**src/rtl/gate_exerciser.sv**
```systemverilog
// gate_exerciser: drives a 2-input gate through all four input combinations,
// samples its output after a settle time and compares the captured truth
// table against EXPECT. Results are held until the next accepted start.
//
// SETTLE must be in the range 1..15. A value of 0 is not supported.
module gate_exerciser #(
  parameter int unsigned SETTLE = 2,
  parameter logic [3:0]  EXPECT = 4'b0111
) (
  input  logic       clk,
  input  logic       rst,
  input  logic       start,
  input  logic       y,
  output logic       a,
  output logic       b,
  output logic       busy,
  output logic       done,
  output logic       pass,
  output logic [3:0] captured,
  output logic [3:0] fail_vec
);

  typedef enum logic [1:0] {
    IDLE   = 2'd0,
    DRIVE  = 2'd1,
    SAMPLE = 2'd2,
    DONE   = 2'd3
  } state_t;

  localparam logic [3:0] CNT_LOAD = 4'(SETTLE - 1);

  state_t     state_q, state_d;
  logic [1:0] vec_q, vec_d;
  logic [3:0] cnt_q, cnt_d;
  logic [1:0] ab_q, ab_d;
  logic [3:0] cap_q, cap_d;
  logic [3:0] fail_q, fail_d;
  logic       pass_q, pass_d;

  // State register
  always_ff @(posedge clk or posedge rst) begin
    if (rst) state_q <= IDLE;
    else     state_q <= state_d;
  end

  // Next-state logic
  always_comb begin
    state_d = state_q;
    unique case (state_q)
      IDLE:    if (start) state_d = DRIVE;
      DRIVE:   if (cnt_q == 4'd0) state_d = SAMPLE;
      SAMPLE:  state_d = (vec_q == 2'd3) ? DONE : DRIVE;
      DONE:    state_d = IDLE;
      default: state_d = IDLE;
    endcase
  end

  // Datapath next values: vector index, settle counter, gate inputs, results.
  // a/b are computed from the next state so the registered outputs change
  // on the same edge the FSM enters the new vector.
  always_comb begin
    vec_d  = vec_q;
    cnt_d  = cnt_q;
    cap_d  = cap_q;
    fail_d = fail_q;
    pass_d = pass_q;
    unique case (state_q)
      IDLE: begin
        if (start) begin
          vec_d  = 2'd0;
          cnt_d  = CNT_LOAD;
          cap_d  = '0;
          fail_d = '0;
          pass_d = 1'b0;
        end
      end
      DRIVE: begin
        if (cnt_q != 4'd0) cnt_d = cnt_q - 4'd1;
      end
      SAMPLE: begin
        cap_d[vec_q] = y;
        if (vec_q == 2'd3) begin
          fail_d = cap_d ^ EXPECT;
          pass_d = (fail_d == 4'd0);
        end else begin
          vec_d = vec_q + 2'd1;
          cnt_d = CNT_LOAD;
        end
      end
      default: ;
    endcase
    ab_d = ((state_d == DRIVE) || (state_d == SAMPLE)) ? vec_d : 2'b00;
  end

  // Datapath registers
  always_ff @(posedge clk or posedge rst) begin
    if (rst) begin
      vec_q  <= '0;
      cnt_q  <= '0;
      ab_q   <= '0;
      cap_q  <= '0;
      fail_q <= '0;
      pass_q <= 1'b0;
    end else begin
      vec_q  <= vec_d;
      cnt_q  <= cnt_d;
      ab_q   <= ab_d;
      cap_q  <= cap_d;
      fail_q <= fail_d;
      pass_q <= pass_d;
    end
  end

  // Output decode from the registered state
  always_comb begin
    busy = (state_q == DRIVE) || (state_q == SAMPLE);
    done = (state_q == DONE);
  end

  assign a        = ab_q[1];
  assign b        = ab_q[0];
  assign pass     = pass_q;
  assign captured = cap_q;
  assign fail_vec = fail_q;

endmodule

```
**config.mk**
```make
export PLATFORM = sky130hd
export DESIGN_NAME = gate_exerciser
export DESIGN_NICKNAME = d
export VERILOG_FILES = /design/src/rtl/gate_exerciser.sv
export SDC_FILE = /design/constraint.sdc
export NUM_CORES = 1
export LEC_CHECK = 0
export CORE_MARGIN = 1.5
export CORE_UTILIZATION = 45
export CTS_BUF_LIST = sky130_fd_sc_hd__clkbuf_8
export DETAILED_ROUTE_END_ITERATION = 6
export PLACE_DENSITY = 0.68
export SLEW_MARGIN = 0
export SYNTH_ARGS = -nofsm -noshare
export SYNTH_HDL_FRONTEND = slang
export SYNTH_SLANG_ARGS = --single-unit
```
**constraint.sdc**
```tcl
create_clock -name clk -period 2.5 [get_ports clk]
set_input_delay 0.625 -clock clk [delete_from_list [all_inputs] [get_ports clk]]
set_output_delay 0.625 -clock clk [all_outputs]
set_load 0.1 [all_outputs]
```
# Word-level counts from Yosys, hierarchy flattened
# Index checks and enable logic that the tools add are counted.
# word_totals
wordCells	56
ff_bits	19
# op_classes
n_lt_le_gt_ge	2
n_eq_ne	10
add_sub_neg	2
mux	22
n_reduce_logical	12
bitwise	1
# ops
op	n
two-way mux 4 bit	5
one-hot mux 4 bit (2 select lines)	2
two-way mux 2 bit	6
one-hot mux 4 bit (3 select lines)	1
equality test 2 bit, second input constant	4
zero test 4 bit	2
!= test 2 bit, second input constant	4
one-hot mux 2 bit (4 select lines)	1
bitwise mux 4 bit	1
equality test 2 x 1 -> 1 bit, second input constant	2
one-hot mux 2 bit (2 select lines)	1
AND reduction 4 bit	1
nonzero test 4 bit	1
subtractor 4 x 1 -> 4 bit, second input constant	1
< comparator 2 x 3 -> 1 bit, second input constant	1
two-way mux 1 bit	3
inverter 3 bit	1
AND reduction 3 bit	1
nonzero test 3 bit	1
adder 2 x 1 -> 2 bit, second input constant	1
demux 1 bit (select 2 bit)	1
greater-or-equal comparator 2 x 1 -> 1 bit, second input constant	1
zero test 2 bit	1
logical OR 1 bit	2
other kinds (4)	4

# Longest topological paths before layout
# Gate-level depths: netlist of run 1.
# logic_depth
depth_word	9
mapped_depth	7
mapped_depth_nobuf	6

# Worst setup path before layout of run 1
# OpenSTA, ideal clock, no wires.
# synth_path
path_kind	register to register
from	register state_q[0]
to	register cnt_q[0]
t_arrival_ns	2.070
stages_incl_launch_ff	5
slack_ns	0.312
n_path_buf	0
required_ns	2.382
synth_period_minus_slack_ns	2.188
path_cell_list	dfrtp_1 ha_1 or3_4 or3b_4 a21o_1
# synth_between
elab_chain_len	3
# synth_rtl
element	line	rtl
start, declared	32	state_t state_q, state_d;
start signal, assigned	43	else state_q <= state_d;
equality test 2 bit (tied with other cells)	67	unique case (state_q)
!= test 2 bit (no line) / nonzero test 3 bit (equally long branches)	n/a	
AND reduction 4 bit (no line)	n/a	
end signal, assigned	106	cnt_q <= cnt_d;
end, declared	34	logic [3:0] cnt_q, cnt_d;
# Parallel ways exist; a longest one is shown, timed or not.
# A chain may end at the register's enable or synchronous reset.

# Worst setup path in the final report of run 1
# Same ends and word-level chain as after synthesis.

==> impl_metrics.yaml, run 1 <==
global_routing:
  antenna_found_initial: 0
  grt_pass1_wl_um: 4460
  use_met3_pct: 2.78
  met2_usage_pct: 33.9
  gr-usage-met1_pct: 28.6
  grt_pass1_vias: 981
  overflow: 0
  track_usage_pct: 21.2
  busiest_layer: "met2"
  grt_start_max_net_pins: 20
setup_path:
  required_ns: 2.65
  critPathMaxFanout: 9
  crit_arrival_ns: 2.26
  rrSetupSlack_ns: 0.38
  critPathKind: "reg2reg"
  startpoint_type: "register"
  endpoint_kind: "register"
synthesis:
  synthAdderAreaFrac_pct: 6.41
  yosysUniqueCellTypes: 41
  synth_top_family_by_area: "compound AO/OA/AOI/OAI gates"
  synth_area_um2: 1170
  syn_area_per_cell_um2: 9.37
  synth-edff-count: 0
  yosysTopAreaCell: "dfrtp_1"
  synth_simple_gate_area_share_pct: 16.7
  syn_inst: 125
  synth_seq_cells: 19
  synth_most_common_cell: "dfrtp_1"
  synthesis.nets: 135
  synth-seq-area-share_pct: 40.6
  ys_warn_count: 0
  synthXorXnorAreaFrac_pct: 0
  synth_compound_area_share_pct: 24.5
  synth_top_area_share_pct: 40.6
  synthMuxAreaShare_pct: 5.98
  synth_top_cells_by_area: "dfrtp_1 (41%), ha_1 (6.4%), mux2i_1 (6.0%), o21ai_0 (4.7%), nand2_1 (3.8%)"
  synth.top_cells.by_count: "dfrtp_1 (19), nand2_1 (12), o21ai_0 (11)"
  ys_async_sr_fraction_pct: 100
  synthFlopType: "dfrtp_1"
die:
  start_util_pct: 47.3
  core-area_um2: 2480
  ios: 17
  die_w_um: 54.0
  die-area_um2: 2920
  rows: 18
  die_h_um: 54.0
timing:
  fin_skew_ns: 0.00487
  fin_setup_tns_ns: 0
  maxSlewHeadroom_pct: 50.6
  rsz0062_at_grt: "false"
  finalCritPeriodShare_pct: 84.8
  drv_slew: 0
  finalHoldViolCount: 0
  max_freq_ghz: 0.472
  finalWorstPathRequiredPeriod_ns: 2.12
  setup_viol: 0
  tightest_slew_ns: 0.741
finish:
  fillers: 228
  syn_to_final_growth_pct: 19.6
  final_util_pct: 56.5
  diodes: 0
  seqCellArea_um2: 475
  multi_input_area_um2: 627
  num-nets-final: 155
  layout-drive-gt1-share_pct: 18.8
clocking:
  cts_buffers: 3
  cts.repair.resized: 0
  clock_latency_ns: 0.26
  cts_root_buf: "clkbuf_8"
  clock_sinks: 19
  clock_path_buffers: 2
  cts-htree-levels: 1
  cts_tree: "done"
  post_cts_buffers: 0
  cts.clk_slew.worst_paths_ns: 0.07
  cts_hold_buf: 0
place:
  numPortBuffers: 16
  hpwl_um: 1950
  place.gp.congestion: 0.856
pwr:
  vdd_ir_drop_max_mv: 1.01
  total_power_uw: 1700
  power_leakage_uw: 0.000647
  power_density_nw_per_um2: 1210
route:
  drc: 0
  drtIter0Drc: 34
  vias_per_cell: 5.90
  num_vias: 1026
  wl_per_cell_um: 15.7
  first_pass_iters: 4
  wl_um: 2730
  ant_nets: 0
flow_run:
  drv_cap: 0
worst_hold_path:
  hp-class: "reg2reg"
status:
  status: "complete, no violations"
-- layout make-up --
cell class	instances	area share, %
multi-input combinational	91	44.8
clock inverter	1	0.268
sequential	19	34.0
clock buffer	3	2.95
timing repair buffer	22	13.2
tap	30	2.68
inverter	8	2.14
-- final timing paths --
check	startpoint	end	cells past startpoint
hold reg to reg	pass	pass	2
setup / recovery	state_q[0]	cnt_q[0]	6
max in group asynchronous	rst	vec_q[1]	2
min in group asynchronous	rst	pass	2
hold / removal	pass	pass	2
setup reg to reg	state_q[0]	cnt_q[0]	6
-- routing by layer --
layer  up-vias  part of all wire (%)
met5         -                     0
met4         0                   1.2
met3         6                   4.1
met2        23                    47
met1       506                    47
li1        491                     -
-- worst max-delay path, stage by stage (launching register included) --
cell and delay [ns]:
dfrtp_1 0.42, inv_1 0.09, ha_1 0.22, and3_1 0.26
or3_4 0.44, or3b_4 0.39, a21o_1 0.19
-- metrics by stage --
step | std cells | instance area (um2) | hold slack (ns) | setup WS (ns)
5_1_grt | 174 | 1400 | 0.568 | 0.285
2_1_floorplan | 125 | 1170 | 0.496 | 0.312
4_1_cts | 174 | 1400 | 0.533 | 0.397
3_3_place_gp | 170 | 1360 | 0.501 | 0.279
6_report | 174 | 1400 | 0.522 | 0.381
3_5_place_dp | 170 | 1360 | 0.517 | 0.258
-- cell usage in the layout (no fill, tap or decap), drive strengths merged, types with 4 or more instances in the layout --
cell type,netlist,final
o31ai,4,4
a21oi,4,4
dfrtp,19,19
ha,6,6
a22oi,4,4
inv,8,9
nor2,4,4
nand2,12,12
mux2i,7,7
buf,4,19
o21ai,13,13
-- where the power goes --
| part | internal (uW) | leakage [uW] | switching (uW) | total, uW |
|---|---|---|---|---|
| registers | 379 | 0.000256 | 93.7 | 473 |
| logic | 353 | 0.000365 | 661 | 1010 |
| clock network | 109 | 0.0000269 | 101 | 211 |
| total | 842 | 0.000647 | 856 | 1700 |
-- state kept, by name (all words and copies together) (netlist names) --
name / cells
captured: 4
pass: 1
fail_vec: 4
ab_q: 2
cnt_q: 4
state_q: 2
vec_q: 2
-- kinds of logic (layout without fill, tap and decap cells) --
kind of cell             Yosys count  count (layout)
AND/OR/NAND/NOR                   35              35
multiplexers                       7               7
AO/OA/AOI/OAI                     43              43
flip-flops                        19              19
buffers and inverters             15              34
adder cells (fa/ha/maj)            6               6
No activity file was read; power rests on OpenSTA's default activity.
==> inputs of run 2 (changes only) <==
Settings changed: PLACE_DENSITY 0.68 to 0.71.
Clock period 2.5 ns to 1.8 ns, I/O delays scaled along.
==> impl_metrics.yaml, run 2 (synthesis gave the netlist of run 1 again) <==
timing:
  maxSlewHeadroom_pct: 75.4
  finalWorstPathRequiredPeriod_ns: 1.82
  setup_ws_ns: -0.0217
  max_freq_ghz: 0.549
  drv_slew: 0
  tightest_slew_ns: 0.369
  whs_ns: 0.515
  rsz0062_at_grt: "true"
  fin_skew_ns: 0.00397
  finalHoldViolCount: 0
  setup_viol: 1
  finalCritPeriodShare_pct: 101
die:
  start_util_pct: 47.3
  core-area_um2: 2480
  die-area_um2: 2920
  ios: 17
  rows: 18
  die_h_um: 54.0
  die_w_um: 54.0
clocking:
  clock_latency_ns: 0.25
  cts_tree: "done"
  cts-htree-levels: 1
  cts_hold_buf: 0
  clock_path_buffers: 2
  cts_buffers: 3
  cts.clk_slew.worst_paths_ns: 0.07
  cts_root_buf: "clkbuf_8"
  clock_sinks: 19
route:
  vias_per_cell: 5.81
  ant_nets: 0
  wl_um: 2870
  wl_per_cell_um: 15.4
  first_pass_iters: 4
  num_vias: 1086
  drc: 0
  drtIter0Drc: 18
global_routing:
  antenna_found_initial: 0
  track_usage_pct: 22.8
  overflow: 0
  grt_pass1_vias: 1076
  grt_start_max_net_pins: 20
  grt_pass1_wl_um: 4730
finish:
  final_area_um2: 1700
  seqCellArea_um2: 478
  num-nets-final: 168
  final_cell_mix: "buf_4 (19), dfrtp_1 (17), buf_12 (13), nand2_1 (12), o21ai_0 (10)"
  diodes: 0
  fillers: 195
  syn_to_final_growth_pct: 45.0
  instances_no_fill: 187
  multi_input_area_um2: 674
  final_common_cell: "buf_4"
  layout-drive-gt1-share_pct: 31.8
setup_path:
  path_buf_inv: 1
  crit_path_start: "start"
  ff2ff_path_depth: 5
  critPathMaxFanout: 3
  crit_chain: "clkdlybuf4s50_1 > nor2b_4 > or3_4 > or3b_4 > a21o_1"
  reg2reg_from: "state_q[1]"
  cpPeakStageDelay_ns: 0.54
  cpLargestDelayFamily: "simple AND/OR/NAND/NOR gates"
  startpoint_type: "input port"
  crit_arrival_ns: 1.96
  crit_path_end: "cnt_q[0]"
  critPathKind: "in2reg"
  required_ns: 1.94
  rrSetupSlack_ns: -0.01
  endpoint_kind: "register"
  cp.depth: 5
  r2r_end: "cnt_q[0]"
  cp_slowest_cell: "clkdlybuf4s50_1"
pwr:
  pwr-share-comb_pct: 65.3
  vdd_ir_drop_max_mv: 1.61
  intPower_uw: 1430
  power_leakage_uw: 0.000745
  seq_power_share_pct: 24.0
  pwr-share-clk_pct: 10.8
  power_density_nw_per_um2: 1590
  power.switching_uw: 1270
  switching_share_pct: 47.0
place:
  postPlaceCellArea_um2: 1610
  hpwl_um: 2170
  place.gp.congestion: 0.835
  dp_slack_ns: -0.247
  dp_cells: 181
  numPortBuffers: 16
status:
  status: "finished with violations"
  violations: "negative setup slack"
worst_hold_path:
  hp-class: "in2async"
flow_run:
  drv_cap: 0
==> run 2: changes by cell type in the layout (fill, tap and decap cells not counted), sizes merged <==
cell and change:
buf +13
==> run 2: worst min path at each step <==
stage / endpoint / slack, ns / cells past startpoint
global route: cnt_q[3] / 0.54 / 3
finish: captured[0] / 0.52 / 3
floorplan: ab_q[0] / 0.40 / 1
detailed placement: cnt_q[3] / 0.55 / 2
CTS: fail_vec[2] / 0.53 / 3
global placement: cnt_q[0] / 0.54 / 1
==> run 2: cell type report <==
cell class                      instances  share of cell area (%)
Clock buffer                            3                    2.43
Clock inverter                          1                   0.221
Inverter                                8                    1.77
Multi-Input combinational cell         91                    39.7
Sequential cell                        19                    28.2
Tap cell                               30                    2.21
Timing Repair Buffer                   35                    25.5
==> run 2: worst min-delay path, stage by stage <==
cell and delay [ns]:
clkdlybuf4s50_1 0.40, inv_1 0.05, buf_4 0.25
==> run 2: power by group through the flow <==
| stage | sequential (uW) | combinational, uW | clock, uW |
|---|---|---|---|
| finish | 646 | 1760 | 291 |
| global route | 659 | 1880 | 319 |
| CTS | 644 | 1720 | 296 |
| detailed placement | 655 | 1690 | 0 |
| global placement | 646 | 1630 | 0 |
| floorplan | 884 | 844 | 0 |
==> run 2: through the flow <==
stage	total power [uW]	setup TNS, ns	utilization (%)
2_1_floorplan	1730	-0.270	-
3_3_place_gp	2280	-1.03	64.8
3_5_place_dp	2350	-1.30	64.8
4_1_cts	2660	-0.0151	67.2
5_1_grt	2860	-0.0803	68.5
6_report	2700	-0.0217	68.5
==> run 2: layer usage <==
layer,GRT usage (%),up-vias,wire length [um]
li1,-,522,-
met1,28.6,535,1280
met2,39.0,25,1460
met3,3.33,4,111
met4,9.17,0,23
met5,0,-,0
==> run 2: timing repair <==
item                       CTS  global route
setup buffers                1             1
setup endpoints to repair    1             4
gates resized for setup      2             7
pin swaps                    0             2
